<file path="src/rtl/wfg_capture_spi.sv">
// SPI capture receiver: samples an asynchronous SPI bus in any of the four modes and
// emits each completed 8/16/24/32-bit word on a single-entry AXI-stream master register.
module wfg_capture_spi #(
  parameter int AXIS_DATA_WIDTH = 32
) (
  input  logic                       clk,
  input  logic                       rst_n,
  input  logic                       spi_sclk_i,
  input  logic                       spi_cs_i,
  input  logic                       spi_sdi_i,
  output logic                       wfg_axis_tvalid_o,
  input  logic                       wfg_axis_tready_i,
  output logic [AXIS_DATA_WIDTH-1:0] wfg_axis_tdata_o,
  input  logic                       ctrl_en_q_i,
  input  logic                       cfg_cpol_q_i,
  input  logic                       cfg_cpha_q_i,
  input  logic                       cfg_lsbfirst_q_i,
  input  logic [1:0]                 cfg_dff_q_i,
  input  logic                       cfg_sspol_q_i,
  input  logic                       sts_clr_i,
  output logic                       sts_overflow_o,
  output logic                       sts_frame_err_o
);

  typedef enum logic {IDLE, RECV} state_t;

  state_t state, state_nxt;

  logic sclk_p0, sclk_p1, sclk_p2;
  logic cs_p0, cs_p1, cs_p2;
  logic sdi_p0, sdi_p1;

  logic       cpol_q, cpha_q, lsb_q, sspol_q;
  logic [1:0] dff_q;

  logic [4:0]                 bit_cnt;
  logic [4:0]                 last_idx;
  logic [4:0]                 bit_idx;
  logic [AXIS_DATA_WIDTH-1:0] shift_q;
  logic [AXIS_DATA_WIDTH-1:0] word_p2;

  logic cs_rise, cs_act, sample;
  logic start, take, vld_p2, frame_err_set, overflow_set;

  // Stage p0/p1: two-flop synchronisers; p2 on sclk/cs only, for edge detection
  always_ff @(posedge clk or negedge rst_n) begin
    if (!rst_n) begin
      sclk_p0 <= 1'b0;
      sclk_p1 <= 1'b0;
      sclk_p2 <= 1'b0;
      cs_p0   <= 1'b0;
      cs_p1   <= 1'b0;
      cs_p2   <= 1'b0;
      sdi_p0  <= 1'b0;
      sdi_p1  <= 1'b0;
    end else begin
      sclk_p0 <= spi_sclk_i;
      sclk_p1 <= sclk_p0;
      sclk_p2 <= sclk_p1;
      cs_p0   <= spi_cs_i;
      cs_p1   <= cs_p0;
      cs_p2   <= cs_p1;
      sdi_p0  <= spi_sdi_i;
      sdi_p1  <= sdi_p0;
    end
  end

  // Frame start looks at live polarity; mid-frame decisions use the latched copy.
  assign cs_rise  = (cs_p1 == cfg_sspol_q_i) && (cs_p2 != cfg_sspol_q_i);
  assign cs_act   = (cs_p1 == sspol_q);
  assign sample   = (sclk_p1 != sclk_p2) && (sclk_p1 == (cpol_q ^ ~cpha_q));
  assign last_idx = {dff_q, 3'b111};
  assign bit_idx  = lsb_q ? bit_cnt : (last_idx - bit_cnt);

  always_ff @(posedge clk or negedge rst_n) begin
    if (!rst_n) state <= IDLE;
    else        state <= state_nxt;
  end

  always_comb begin
    state_nxt     = state;
    start         = 1'b0;
    take          = 1'b0;
    frame_err_set = 1'b0;
    case (state)
      IDLE: begin
        if (ctrl_en_q_i && cs_rise) begin
          state_nxt = RECV;
          start     = 1'b1;
        end
      end
      RECV: begin
        if (!ctrl_en_q_i) begin
          state_nxt = IDLE;
        end else if (!cs_act) begin
          state_nxt     = IDLE;
          frame_err_set = (bit_cnt != 5'd0);
        end else if (sample) begin
          take = 1'b1;
        end
      end
      default: state_nxt = IDLE;
    endcase
  end

  always_ff @(posedge clk or negedge rst_n) begin
    if (!rst_n) begin
      cpol_q  <= 1'b0;
      cpha_q  <= 1'b0;
      lsb_q   <= 1'b0;
      sspol_q <= 1'b0;
      dff_q   <= 2'd0;
    end else if (start) begin
      cpol_q  <= cfg_cpol_q_i;
      cpha_q  <= cfg_cpha_q_i;
      lsb_q   <= cfg_lsbfirst_q_i;
      sspol_q <= cfg_sspol_q_i;
      dff_q   <= cfg_dff_q_i;
    end
  end

  // Stage p2: capture the synced bit; the final bit is merged straight into the pushed word
  always_comb begin
    word_p2          = shift_q;
    word_p2[bit_idx] = sdi_p1;
  end

  assign vld_p2 = take && (bit_cnt == last_idx);

  always_ff @(posedge clk or negedge rst_n) begin
    if (!rst_n) begin
      bit_cnt <= 5'd0;
      shift_q <= '0;
    end else if (state == IDLE) begin
      bit_cnt <= 5'd0;
      shift_q <= '0;
    end else if (take) begin
      if (vld_p2) begin
        bit_cnt <= 5'd0;
        shift_q <= '0;
      end else begin
        bit_cnt <= bit_cnt + 5'd1;
        shift_q <= word_p2;
      end
    end
  end

  // Stage p3: single-entry output register; an occupied, stalled register drops new words
  assign overflow_set = vld_p2 && wfg_axis_tvalid_o && !wfg_axis_tready_i;

  always_ff @(posedge clk or negedge rst_n) begin
    if (!rst_n) begin
      wfg_axis_tvalid_o <= 1'b0;
      wfg_axis_tdata_o  <= '0;
    end else if (vld_p2 && (!wfg_axis_tvalid_o || wfg_axis_tready_i)) begin
      wfg_axis_tvalid_o <= 1'b1;
      wfg_axis_tdata_o  <= word_p2;
    end else if (wfg_axis_tready_i) begin
      wfg_axis_tvalid_o <= 1'b0;
    end
  end

  always_ff @(posedge clk or negedge rst_n) begin
    if (!rst_n) begin
      sts_overflow_o  <= 1'b0;
      sts_frame_err_o <= 1'b0;
    end else begin
      sts_overflow_o  <= overflow_set  | (sts_overflow_o  & ~sts_clr_i);
      sts_frame_err_o <= frame_err_set | (sts_frame_err_o & ~sts_clr_i);
    end
  end

endmodule

</file>
<file path="config.mk">
export PLATFORM = sky130hd
export DESIGN_NAME = wfg_capture_spi
export DESIGN_NICKNAME = d
export VERILOG_FILES = /design/src/rtl/wfg_capture_spi.sv
export SDC_FILE = /design/constraint.sdc
export NUM_CORES = 1
export LEC_CHECK = 0
export CORE_MARGIN = 4
export CORE_UTILIZATION = 24
export CTS_BUF_LIST = sky130_fd_sc_hd__clkbuf_8
export CTS_CLUSTER_SIZE = 8
export DETAILED_ROUTE_END_ITERATION = 12
export DONT_BUFFER_PORTS = 1
export GPL_TIMING_DRIVEN = 0
export SLEW_MARGIN = 20
export SYNTH_ARGS = -nofsm -noshare
export SYNTH_HDL_FRONTEND = slang
export SYNTH_SLANG_ARGS = --single-unit
export TNS_END_PERCENT = 50
</file>
<file path="constraint.sdc">
create_clock -name clk -period 5.1 [get_ports clk]
set_input_delay 1.02 -clock clk [delete_from_list [all_inputs] [get_ports clk]]
set_output_delay 1.02 -clock clk [all_outputs]
set_load 0.01 [all_outputs]
</file>
Word-level counts from Yosys, hierarchy flattened
Index checks and enable logic that the tools add are counted.

storage, ports and cells
  bits in registers = 87
  logic and storage cells = 76

cells by class
  $add $sub $neg = 2
  order comparisons = 2
  equal/unequal tests = 7
  multiplexer cells = 24
  bitwise gates (word level) = 8
  reductions and logical operators = 13

operator list
  operator                                                    number
  two-way mux 32 bit                                          3
  bitwise mux 32 bit                                          1
  two-way mux 5 bit                                           4
  two-way mux 1 bit                                           14
  logical AND 1 bit                                           8
  less-than comparator 5 x 6 -> 1 bit, second input constant  1
  adder 5 x 1 -> 5 bit, second input constant                 1
  demux 1 bit (select 5 bit)                                  1
  == test 5 bit                                               1
  >= comparator 5 x 1 -> 1 bit, second input constant         1
  nonzero test 5 bit                                          1
  subtractor 5 bit                                            1
  == test 1 bit                                               3
  inverter 1 bit                                              3
  AND 1 bit                                                   2
  logical NOT 1 bit                                           2
  inequality test 1 bit                                       2
  inequality test 2 x 1 -> 1 bit, second input constant       1
  bitwise OR 1 bit                                            2
  one-hot mux 1 bit (2 select lines)                          1
  nonzero test 2 bit                                          1
  logical OR 1 bit                                            1
  XOR 1 bit                                                   1

Logic depth before layout (Yosys ltp)
Gate-level depths: netlist of run 1.

  depth in word-level cells = 12
  gate-level depth with buffers = 9
  depth with buffers taken out = 7

Worst setup path before layout of run 1
No wires, ideal clock.

  path kind = input to register
  start = in cfg_sspol_q_i
  end = reg cpha_q
  setup time = 125 ps
  arrival = 2133 ps
  data required time = 4975 ps
  slack = 2842 ps
  stages on the path = 5
  path buffers = 0
  cell sequence = nand2_1 > nor2_1 > a21oi_1 > nor3b_1 > mux2_2

between the ends
  word-level cells in the longest chain between the ends = 5

ends and longest elaborated chain
  element                                                        RTL line  RTL
  from (decl)                                                    19        input logic cfg_sspol_q_i,
  == test 1 bit / inequality test 1 bit (equally long branches)  69        assign cs_rise = (cs_p1 == cfg_sspol_q_i) && (cs_p2 != cfg_sspol_q_i);
  logical AND 1 bit (*)                                          69
  logical AND 1 bit (*)                                          87        if (ctrl_en_q_i && cs_rise) begin
  two-way mux 1 bit (*)                                          87
  two-way mux 1 bit (*)                                          85        case (state)
  to (signal assigned)                                           115       cpha_q <= cfg_cpha_q_i;
  to (decl)                                                      33        logic cpol_q, cpha_q, lsb_q, sspol_q;

Every way passes the cells marked *; elsewhere a longest branch is shown, timed or not.
A chain may end at the register's enable or synchronous reset.

Worst setup path in the final report of run 1
  start = reg dff_q[0]
  end = reg wfg_axis_tdata_o[28]

between the ends
  word-level cells in the longest chain between the ends = 7

ends and longest elaborated chain
  element                                                                                                           RTL line  RTL
  from (decl)                                                                                                       34        logic [1:0] dff_q;
  from (signal assigned)                                                                                            118       dff_q <= cfg_dff_q_i;
  subtractor 5 bit                                                                                                  73        assign bit_idx = lsb_q ? bit_cnt : (last_idx - bit_cnt);
  two-way mux 5 bit                                                                                                 73
  less-than comparator 5 x 6 -> 1 bit (implied by the code) / >= comparator 5 x 1 -> 1 bit (equally long branches)  125       word_p2[bit_idx] = sdi_p1;
  logical AND 1 bit (implied by the code)                                                                           125
  two-way mux 1 bit (implied by the code)                                                                           125
  demux 1 bit (select 5 bit)                                                                                        125
  bitwise mux 32 bit                                                                                                125
  to (signal assigned)                                                                                              157       wfg_axis_tdata_o <= word_p2;
  to (decl)                                                                                                         13        output logic [AXIS_DATA_WIDTH-1:0] wfg_axis_tdata_o,

Several ways; a longest one is shown, not always the timed one.

==> metrics, run 1 <==
status=finished, final reports clean; die width=141.9 um; fin. max-slew vios=0; number of setup buffers added after CTS=0; per-cell routed wire length=15.92 um; final setup vio count=0; skew final=0.008229 ns; Post-synth EDFFs=0; cell count after synthesis=409; reg2reg end=wfg_axis_tdata_o[28]; Pleak=1.973 nW; clock sinks=87; P per Cell Area=295.9 nW/um^2; Tcrit/Tclk final=47.68%; worst vdd rail ir drop=0.1269 mV; grt met2 use=16.35%; clock-pin slew on the worst setup and hold paths=0.08 ns; Post-synth ARST share=100.0%; Hold Vio Cnt, Final=0; Placeable Area=17420 sq um; minimum clock period=2.432 ns; Post-Syn Area=4303 sq um; sequential-to-total area share from yosys stat=50.60%; Core Rows=48; Hold Path End=cs_p1; share of layout cells above drive strength 1=16.71%; final WL=10350 um; warnings from Yosys=0; r2r startpoint=dff_q[0]; Worst R2R Path Depth=8; residual overflow from global routing=0; Hold Path Class=reg -> reg; Die Y=141.9 um; CTS Root Buffer Type=clkbuf_8; min-delay src=cs_p0; DR vias=3004; WHS Path Cells=0; I/O pin total=49; syn_area_per_cell=10.52 sq um; total die area=20130 sq um; DP Area=4584 sq um; met1 usage=13.40%; CTS Buf Count=9; Port Buffers=0; clock latency on the worst-skew pair=0.35 ns; first-pass GRT wire length=16500 um; Area growth, synth to finish=11.40%; fin area=4793 sq um; GRT Util Overall=10.49%; Final Net Count=437; DRC=0; detailed-route vias per instance=4.622; CTS max path bufs=2; vias in the first global route=2985; Maximum Capacitance Violations=0; net count after synthesis=426; critical path type=reg -> reg; Req. time, crit path=5.34 ns; initial antenna violation count=0; routability cong.=0.8044; Slew headroom=36.64%; Post-CTS Resized=0; Top Usage Layer GRT=met2; M3 GR Usage=4.415%; critical path arrival=2.67 ns; Startpoint Class=flop; Routed Antenna Nets=0; flop2flop setup slack=2.67 ns; dominant synthesized flop cell=dfrtp_1; TritonRoute pass-1 iters=5; CTS hold repair buffers=0; TNS Setup=0 ns; ANT cells=0; number of synthesized register bits=87; slew of the pin with the lowest slew margin=0.9483 ns; Cell variety after synth=44; RSZ-0062 raised after global routing=no; CTS tree=yes; Setup crit end kind=flop; CP Max Fanout=10; H-tree depth=3; largest net degree at the start of global routing=88; hpwl dp=7506 um; initial core utilization=24.71%; First DRT Iteration DRCs=192; Fmax achieved=411.3 MHz
==> placed cells by master, fill, tap and decap left out, drive strengths merged <==
cell     netlist  routed
nand3b         6       6
xnor2          5       5
nand3         18      18
or3            1       1
nand2         40      40
o32ai          5       5
clkinv         0       2
a22oi          3       3
nor2b          1       1
or3b           4       4
a31oi          8       8
o21a           2       2
xnor3          1       1
mux2          43      43
xor2           3       3
bufinv         0       1
a2bb2oi        8       8
mux2i          1       1
o2bb2ai        4       4
nor3b          7       7
nor2           7       7
o22ai         30      30
inv           35      36
or2            2       2
a21boi         1       1
nand4          3       3
a22o           1       1
dfrtp         87      87
and2           3       3
clkbuf        10      22
and3           1       1
nor4b          1       1
ha             3       3
o21ai         17      17
buf           15      15
nand2b         4       4
a21oi         29      29
==> final cells by class <==
| class | count | area (sq um) |
|---|---|---|
| Tap cell | 225 | 281.5 |
| Multi-Input combinational cell | 262 | 1873 |
| Buffer | 25 | 121.4 |
| Sequential cell | 87 | 2177 |
| Inverter | 35 | 131.4 |
| Clock inverter | 4 | 43.79 |
| Clock buffer | 12 | 165.2 |
| Fill cell | 1853 | 12620 |
==> layer usage <==
metal | vias up | wire (um)
met3 | 7 | 818
met2 | 65 | 4942
met4 | 0 | 76
li1 | 1471 | -
met5 | - | 0
met1 | 1461 | 4511
==> sequential cells by signal, summed over array words and instances (netlist names) <==
register and count:
lsb_q 1, wfg_axis_tdata_o 32, sclk_p2 1, cs_p0 1
sclk_p0 1, sdi_p0 1, bit_cnt 5, sdi_p1 1
cs_p1 1, cs_p2 1, cpha_q 1, wfg_axis_tvalid_o 1
cpol_q 1, dff_q 2, sts_overflow_o 1, sclk_p1 1
sspol_q 1, state 1, shift_q 32, sts_frame_err_o 1
==> cells by family (layout without fill, tap and decap cells) <==
kind of cell / after synthesis / in the layout / share of synthesized area, %
buffers and inverters: 60 / 76 / 5.874
DFF: 87 / 87 / 50.60
AOI/OAI and AO/OA: 108 / 108 / 16.23
xor gates and xnor gates: 9 / 9 / 2.181
muxes: 44 / 44 / 12.53
adders and majority gates: 3 / 3 / 0.8724
and+or+nand+nor: 98 / 98 / 11.72
==> cells in the mapped netlist (all sizes together) (5+ instances only) <==
| cell type | number | share of area [%] |
|---|---|---|
| dfrtp | 87 | 51 |
| buf | 15 | 1.9 |
| o21ai | 17 | 2.0 |
| a21oi | 29 | 3.4 |
| a2bb2oi | 8 | 1.6 |
| nor3b | 7 | 1.2 |
| clkbuf | 10 | 0.87 |
| nand3 | 18 | 2.1 |
| mux2 | 43 | 12 |
| o22ai | 30 | 4.4 |
| nand3b | 6 | 1.0 |
| xnor2 | 5 | 1.0 |
| o32ai | 5 | 1.5 |
| nand2 | 40 | 3.5 |
| a31oi | 8 | 1.2 |
| inv | 35 | 3.1 |
| nor2 | 7 | 0.67 |
==> per-stage QoR <==
step	hold slack, ns	std cells	utilization (%)	power (W)	setup WS (ns)
2_1_floorplan	0.3312	409	-	0.0008860	2.842
3_3_place_gp	0.3340	634	26.32	0.0009262	2.620
3_5_place_dp	0.3347	634	26.32	0.0009315	2.582
4_1_cts	0.3328	650	27.52	0.001441	2.675
5_1_grt	0.3225	650	27.52	0.001498	2.512
6_report	0.3523	650	27.52	0.001418	2.668
==> report_power, final <==
group	leakage, nW	internal, W	switching, W
clock	0.114	0.000263	0.000235
combinational	0.676	0.0000793	0.000122
sequential	1.18	0.000706	0.0000136
==> how the worst max path moves through the flow <==
| stage | start | to | slack, ns | cells after the start |
|---|---|---|---|---|
| after floorplan | cfg_sspol_q_i | cpha_q | 2.84 | 5 |
| after global placement | cfg_sspol_q_i | cpha_q | 2.62 | 5 |
| after detailed placement | ctrl_en_q_i | wfg_axis_tdata_o[19] | 2.58 | 5 |
| after CTS | dff_q[0] | wfg_axis_tdata_o[19] | 2.68 | 8 |
| after global routing | cpol_q | wfg_axis_tdata_o[28] | 2.51 | 6 |
| final | dff_q[0] | wfg_axis_tdata_o[28] | 2.67 | 8 |
==> critical path, stage by stage (launching register included) <==
cell and delay, ns:
dfrtp_1 0.35, inv_1 0.05, ha_1 0.37, nand3_1 0.09
nor2_1 0.28, nand3_1 0.22, nor2_2 0.33, buf_4 0.30
mux2_4 0.31
No activity file was read; power rests on OpenSTA's default activity.
==> run 2: changes to the inputs <==
clock period = 2.4 ns   (was 5.1 ns; I/O delays follow)
==> metrics, run 2 (synthesis gave the netlist of run 1 again) <==
Maximum Capacitance Violations=0 (unchanged); Power Total=0.003069 W (was 0.001418 W); M3 GR Usage=4.415% (unchanged); final setup vio count=0 (unchanged); first-pass GRT wire length=16540 um (was 16500 um); Req. time, crit path=2.65 ns (was 5.34 ns); critical path arrival=2.55 ns (was 2.67 ns); Die Y=141.9 um (unchanged); worst hold slack=-0.1867 ns (was 0.3523 ns); Routed Antenna Nets=0 (unchanged); Top Usage Layer GRT=met2 (unchanged); CTS Buf Count=9 (unchanged); failing checks=negative hold slack; largest net degree at the start of global routing=88 (unchanged); First DRT Iteration DRCs=172 (was 192); Tcrit/Tclk final=95.81% (was 47.68%); Area growth, synth to finish=13.38% (was 11.40%); clock-pin slew on the worst setup and hold paths=0.08 ns (about the same); slew of the pin with the lowest slew margin=0.9599 ns (was 0.9483 ns); DR vias=2999 (was 3004); I/O pin total=49 (unchanged); Port Buffers=0 (unchanged); final WL=10340 um (was 10350 um); status=finished, violations left (was finished, final reports clean); CP Max Fanout=5 (was 10); dpl cells=634 (unchanged); Slew headroom=35.87% (was 36.64%); Setup crit end kind=flop (unchanged); critical path type=reg -> reg (unchanged); Setup WS post-layout=0.1007 ns (was 2.668 ns); per-cell routed wire length=15.90 um (was 15.92 um); CTS max path bufs=2 (unchanged); P per Cell Area=629.0 nW/um^2 (was 295.9 nW/um^2); die width=141.9 um (unchanged); ANT cells=0 (unchanged); minimum clock period=2.299 ns (was 2.432 ns); Placeable Area=17420 sq um (unchanged); fin area=4878 sq um (was 4793 sq um); routability cong.=0.8044 (unchanged); clock sinks=87 (unchanged); FF/Latch Area=2177 sq um (unchanged); Pleak=1.990 nW (was 1.973 nW); share of layout cells above drive strength 1=19.53% (was 16.71%); most common cell after layout, fill and taps aside=dfrtp_1 (unchanged); met1 usage=13.37% (was 13.40%); Final Net Count=437 (unchanged); total die area=20130 sq um (unchanged); Hold Vio Cnt, Final=87 (was 0); clock latency on the worst-skew pair=0.36 ns (was 0.35 ns); grt met2 use=16.43% (was 16.35%); residual overflow from global routing=0 (unchanged); CTS Root Buffer Type=clkbuf_8 (unchanged); Filler Cell Count=1849 (was 1853); vias in the first global route=3000 (was 2985); Startpoint Class=flop (unchanged); RSZ-0062 raised after global routing=yes (was no); CTS tree=yes (unchanged); Non-Filler Instances=650 (unchanged); Hold Path Class=in -> async (was reg -> reg); fin. max-slew vios=0 (unchanged); DP Area=4584 sq um (unchanged); Finished Core Util=28.01% (was 27.52%); worst vdd rail ir drop=0.2713 mV (was 0.1269 mV); area occupied by multi-input gates=1954 sq um (was 1873 sq um); H-tree depth=3 (unchanged); GRT Util Overall=10.50% (was 10.49%); DRC=0 (unchanged); initial core utilization=24.71% (unchanged); skew final=0.008841 ns (was 0.008229 ns); TritonRoute pass-1 iters=4 (was 5); Core Rows=48 (unchanged); hpwl dp=7506 um (unchanged); detailed-route vias per instance=4.614 (was 4.622); initial antenna violation count=0 (unchanged); Fmax achieved=434.9 MHz (was 411.3 MHz); Placement Setup Slack=0.005204 ns (was 2.582 ns); most frequent cells in the layout=dfrtp_1 (87), inv_1 (36), nand2_1 (36) (was dfrtp_1 (87), nand2_1 (40), inv_1 (36)); biggest regs=shift_q x32, wfg_axis_tdata_o x32, bit_cnt x5 (unchanged)
==> run 2: cell count changes in the layout (fill, tap and decap cells not counted), moves of 2 or more <==
cell / change
nand2_1: -4
nand2_2: +4
o32ai_2: -2
o32ai_4: +2
xnor2_1: -2
xnor2_2: +2
==> run 2: layout make-up <==
| class | instances | share of cell area (%) |
|---|---|---|
| Buffer | 25 | 2.565 |
| Clock buffer | 12 | 3.385 |
| Clock inverter | 4 | 0.8977 |
| Inverter | 35 | 2.693 |
| Multi-Input combinational cell | 262 | 40.06 |
| Sequential cell | 87 | 44.63 |
| Tap cell | 225 | 5.771 |
==> run 2: worst max-delay path: stages, from the launching register on <==
cell and delay, ns:
dfrtp_1 0.38, inv_1 0.10, ha_4 0.23, or3_1 0.44, a22oi_2 0.27, nand3_1 0.18, mux2_2 0.32, mux2_2 0.27
==> run 2: stage by stage <==
| step | TNS (ns) | hold WS [ns] |
|---|---|---|
| after detailed placement | 0 | 0.1884 |
| after floorplan | 0 | 0.1844 |
| after global routing | -0.01964 | -0.2174 |
| after CTS | 0 | -0.2072 |
| final | 0 | -0.1867 |
| after global placement | 0 | 0.1889 |
==> run 2: routing by layer <==
| metal | vias to the layer above | wire length, um | part of all wire [%] |
|---|---|---|---|
| li1 | 1480 | - | - |
| met3 | 6 | 842 | 8.1 |
| met5 | - | 0 | 0 |
| met2 | 57 | 4917 | 48 |
| met4 | 0 | 89 | 0.86 |
| met1 | 1456 | 4487 | 43 |
==> run 2: path summary, 6_finish.rpt <==
| kind | from | to | slack [ns] | cells after the start |
|---|---|---|---|---|
| min | rst_n | wfg_axis_tdata_o[27] | -0.19 | 0 |
| min reg2reg | cs_p0 | cs_p1 | 0.35 | 0 |
| max | dff_q[0] | wfg_axis_tdata_o[14] | 0.10 | 7 |
| max in group asynchronous | rst_n | sclk_p0 | 2.46 | 0 |
| min in group clk | spi_cs_i | cs_p0 | 0.15 | 0 |
| max reg2reg | dff_q[0] | wfg_axis_tdata_o[14] | 0.10 | 7 |
==> run 2: power by group <==
group	internal, W	switching, W
clock network	0.000560	0.000503
registers	0.00150	0.0000338
logic	0.000195	0.000277
==> run 2: repair_timing <==
item / in CTS / in global routing
buffers inserted: 0 / 0
pin swaps: 0 / 1
setup endpoints to repair: 11 / 46
gates resized for setup: 1 / 16
hold endpoints to repair: 87 / 87
cloned: 0 / 0
==> run 3: changes to the inputs <==
CORE_UTILIZATION = 55   (was 24)
PLACE_DENSITY = 0.7   (was not set)
==> metrics, run 3 (synthesis gave the netlist of run 1 again) <==
Comb power frac=15.8% (was 15.4%); largest net degree at the start of global routing=88 (unchanged); Hold Path Class=in -> async (unchanged); Slew headroom=39.44% (was 35.87%); biggest regs=shift_q x32, wfg_axis_tdata_o x32, bit_cnt x5 (unchanged); clock sinks=87 (unchanged); slowest stage delay, CP=0.40 ns (was 0.44 ns); most frequent cells in the layout=dfrtp_1 (86), nand2_1 (40), inv_1 (36) (was dfrtp_1 (87), inv_1 (36), nand2_1 (36)); hpwl dp=6418 um (was 7506 um); TNS Setup=0 ns (unchanged); Req. time, crit path=2.63 ns (was 2.65 ns); routability cong.=0.9008 (was 0.8044); TritonRoute pass-1 iters=4 (unchanged); worst vdd rail ir drop=0.5226 mV (was 0.2713 mV); failing checks=negative hold slack (unchanged); H-tree depth=3 (unchanged); ANT cells=0 (unchanged); skew final=0.01462 ns (was 0.008841 ns); Routed Antenna Nets=0 (unchanged); clock latency on the worst-skew pair=0.36 ns (about the same); Worst path slowest cell=or3_4 (was or3_1); reg2reg end=wfg_axis_tdata_o[12] (was wfg_axis_tdata_o[14]); slew of the pin with the lowest slew margin=0.9065 ns (was 0.9599 ns); CP Max Fanout=5 (unchanged); CTS max path bufs=2 (unchanged); P_int=0.002174 W (was 0.002254 W); critical path arrival=2.56 ns (was 2.55 ns); Maximum Capacitance Violations=0 (unchanged); initial core utilization=58.08% (was 24.71%); Tcrit/Tclk final=97.03% (was 95.81%); Worst R2R Path Depth=7 (unchanged); clock-pin slew on the worst setup and hold paths=0.08 ns (about the same); Non-Filler Instances=526 (was 650); Area growth, synth to finish=9.538% (was 13.38%); GRT Util Overall=21.31% (was 10.50%); residual overflow from global routing=0 (unchanged); CTS Root Buffer Type=clkbuf_8 (unchanged); detailed-route vias per instance=5.850 (was 4.614); Core Rows=31 (was 48); critical path type=reg -> reg (unchanged); DP Area=4427 sq um (was 4584 sq um); worst path buffer plus inverter count=1 (unchanged); CP top delay family=multiplexers (was simple AND/OR/NAND/NOR gates); die width=96.45 um (was 141.9 um); I/O pin total=49 (unchanged); DRC=0 (unchanged); CP cell instances=inv_2 -> ha_4 -> or3_4 -> a22oi_2 -> nand3_2 -> mux2_4 -> mux2_4 (was inv_1 -> ha_4 -> or3_1 -> a22oi_2 -> nand3_1 -> mux2_2 -> mux2_2); dpl cells=508 (was 634); per-cell routed wire length=17.36 um (was 15.90 um); first-pass GRT wire length=15150 um (was 16540 um); total die area=9303 sq um (was 20130 sq um); initial antenna violation count=0 (unchanged); worst hold slack=-0.1878 ns (was -0.1867 ns); Hold Vio Cnt, Final=87 (unchanged); Die Y=96.45 um (was 141.9 um); DR vias=3077 (was 2999); vias in the first global route=3081 (was 3000); CTS tree=yes (unchanged); Setup crit end kind=flop (unchanged); RSZ-0062 raised after global routing=yes (unchanged); most frequent CP cell=mux2_4 (was mux2_2); minimum clock period=2.329 ns (was 2.299 ns); final WL=9130 um (was 10340 um); fin. max-slew vios=0 (unchanged); Filler Cell Count=606 (was 1849); Pleak=1.981 nW (was 1.990 nW); final setup vio count=0 (unchanged); Port Buffers=0 (unchanged); r2r startpoint=dff_q[0] (unchanged); share of layout cells above drive strength 1=19.44% (was 19.53%); fin area=4713 sq um (was 4878 sq um); CTS Buf Count=9 (unchanged); Final Net Count=439 (was 437); Clock Power Share=33.0% (was 34.6%); Placeable Area=7408 sq um (was 17420 sq um); First DRT Iteration DRCs=158 (was 172); P per Cell Area=633.9 nW/um^2 (was 629.0 nW/um^2); Seq pwr share=51.2% (was 50.0%); most common cell after layout, fill and taps aside=dfrtp_1 (unchanged); Startpoint Class=flop (unchanged); NetSw=0.0008136 W (was 0.0008142 W); flop2flop setup slack=0.07 ns (was 0.10 ns); sw frac=27.23% (was 26.53%); status=finished, violations left (unchanged); Fmax achieved=429.4 MHz (was 434.9 MHz); Finished Core Util=63.62% (was 28.01%)
[run 3: cell types whose count changed in the layout (fill, tap and decap cells not counted), sizes merged]
cell	before	now
clkbuf	23	21
clkinvlp	0	1
buf	14	15
inv	36	38
[run 3: worst reg2reg max path, delay by kind of cell (launching register included)]
| family | cells | cell delay, ns |
|---|---|---|
| flops | 1 | 0.39 |
| simple gates | 2 | 0.56 |
| mux | 2 | 0.61 |
| buf+inv | 1 | 0.08 |
| compound gates | 1 | 0.35 |
| fa+ha+maj | 1 | 0.22 |
[run 3: worst max-delay path by stage]
| stage | from | end | slack, ns | cells past startpoint |
|---|---|---|---|---|
| 4_1_cts | dff_q[0] | wfg_axis_tdata_o[23] | 0.02 | 7 |
| 3_5_place_dp | cpol_q | wfg_axis_tdata_o[23] | -0.07 | 6 |
| 2_1_floorplan | bit_cnt[3] | wfg_axis_tdata_o[20] | 0.30 | 6 |
| 3_3_place_gp | cpol_q | wfg_axis_tdata_o[18] | -0.008 | 6 |
| 5_1_grt | lsb_q | wfg_axis_tdata_o[18] | -0.02 | 7 |
| 6_report | dff_q[0] | wfg_axis_tdata_o[12] | 0.07 | 7 |
[run 3: through the flow]
step                worst slack [ns]  total power (W)
detailed placement          -0.07191         0.001978
finish                       0.07120         0.002988
floorplan                     0.2999         0.001883
CTS                          0.02357         0.002963
global route                -0.02308         0.003136
global placement           -0.007922         0.001968
[run 3: area by class of cell]
cell class,instances,area [sq um],area share (%)
timing repair buffer,2,15.01,0.3186
sequential,87,2178,46.22
clock inverter,7,63.81,1.354
tap,99,123.9,2.628
buffer,25,126.4,2.681
inverter,35,131.4,2.787
clock buffer,9,123.9,2.628
multi-input combinational,262,1951,41.39
[run 3: layer usage]
| metal | part of all wire [%] | up-vias | global-route usage [%] | wire [um] |
|---|---|---|---|---|
| li1 | - | 1480 | - | - |
| met1 | 46 | 1512 | 29.65 | 4200 |
| met4 | 1.1 | 0 | 6.308 | 96 |
| met5 | 0 | - | 0 | 0 |
| met2 | 48 | 75 | 33.56 | 4381 |
| met3 | 5.0 | 10 | 4.725 | 452 |
[run 3: power groups by stage]
| stage | Combinational [W] | Clock [W] | Sequential, W |
|---|---|---|---|
| floorplan | 0.000333 | 0 | 0.00155 |
| global placement | 0.000412 | 0 | 0.00156 |
| detailed placement | 0.000420 | 0 | 0.00156 |
| CTS | 0.000428 | 0.00101 | 0.00153 |
| global route | 0.000517 | 0.00108 | 0.00154 |
| finish | 0.000472 | 0.000985 | 0.00153 |
[run 3: what timing repair did]
action / 4_1_cts / 5_1_grt
pin swaps: 0 / 2
buffers inserted: 0 / 2
endpoints found under the hold margin: 87 / 87
resized for setup: 3 / 16
endpoints found under the setup margin: 13 / 27
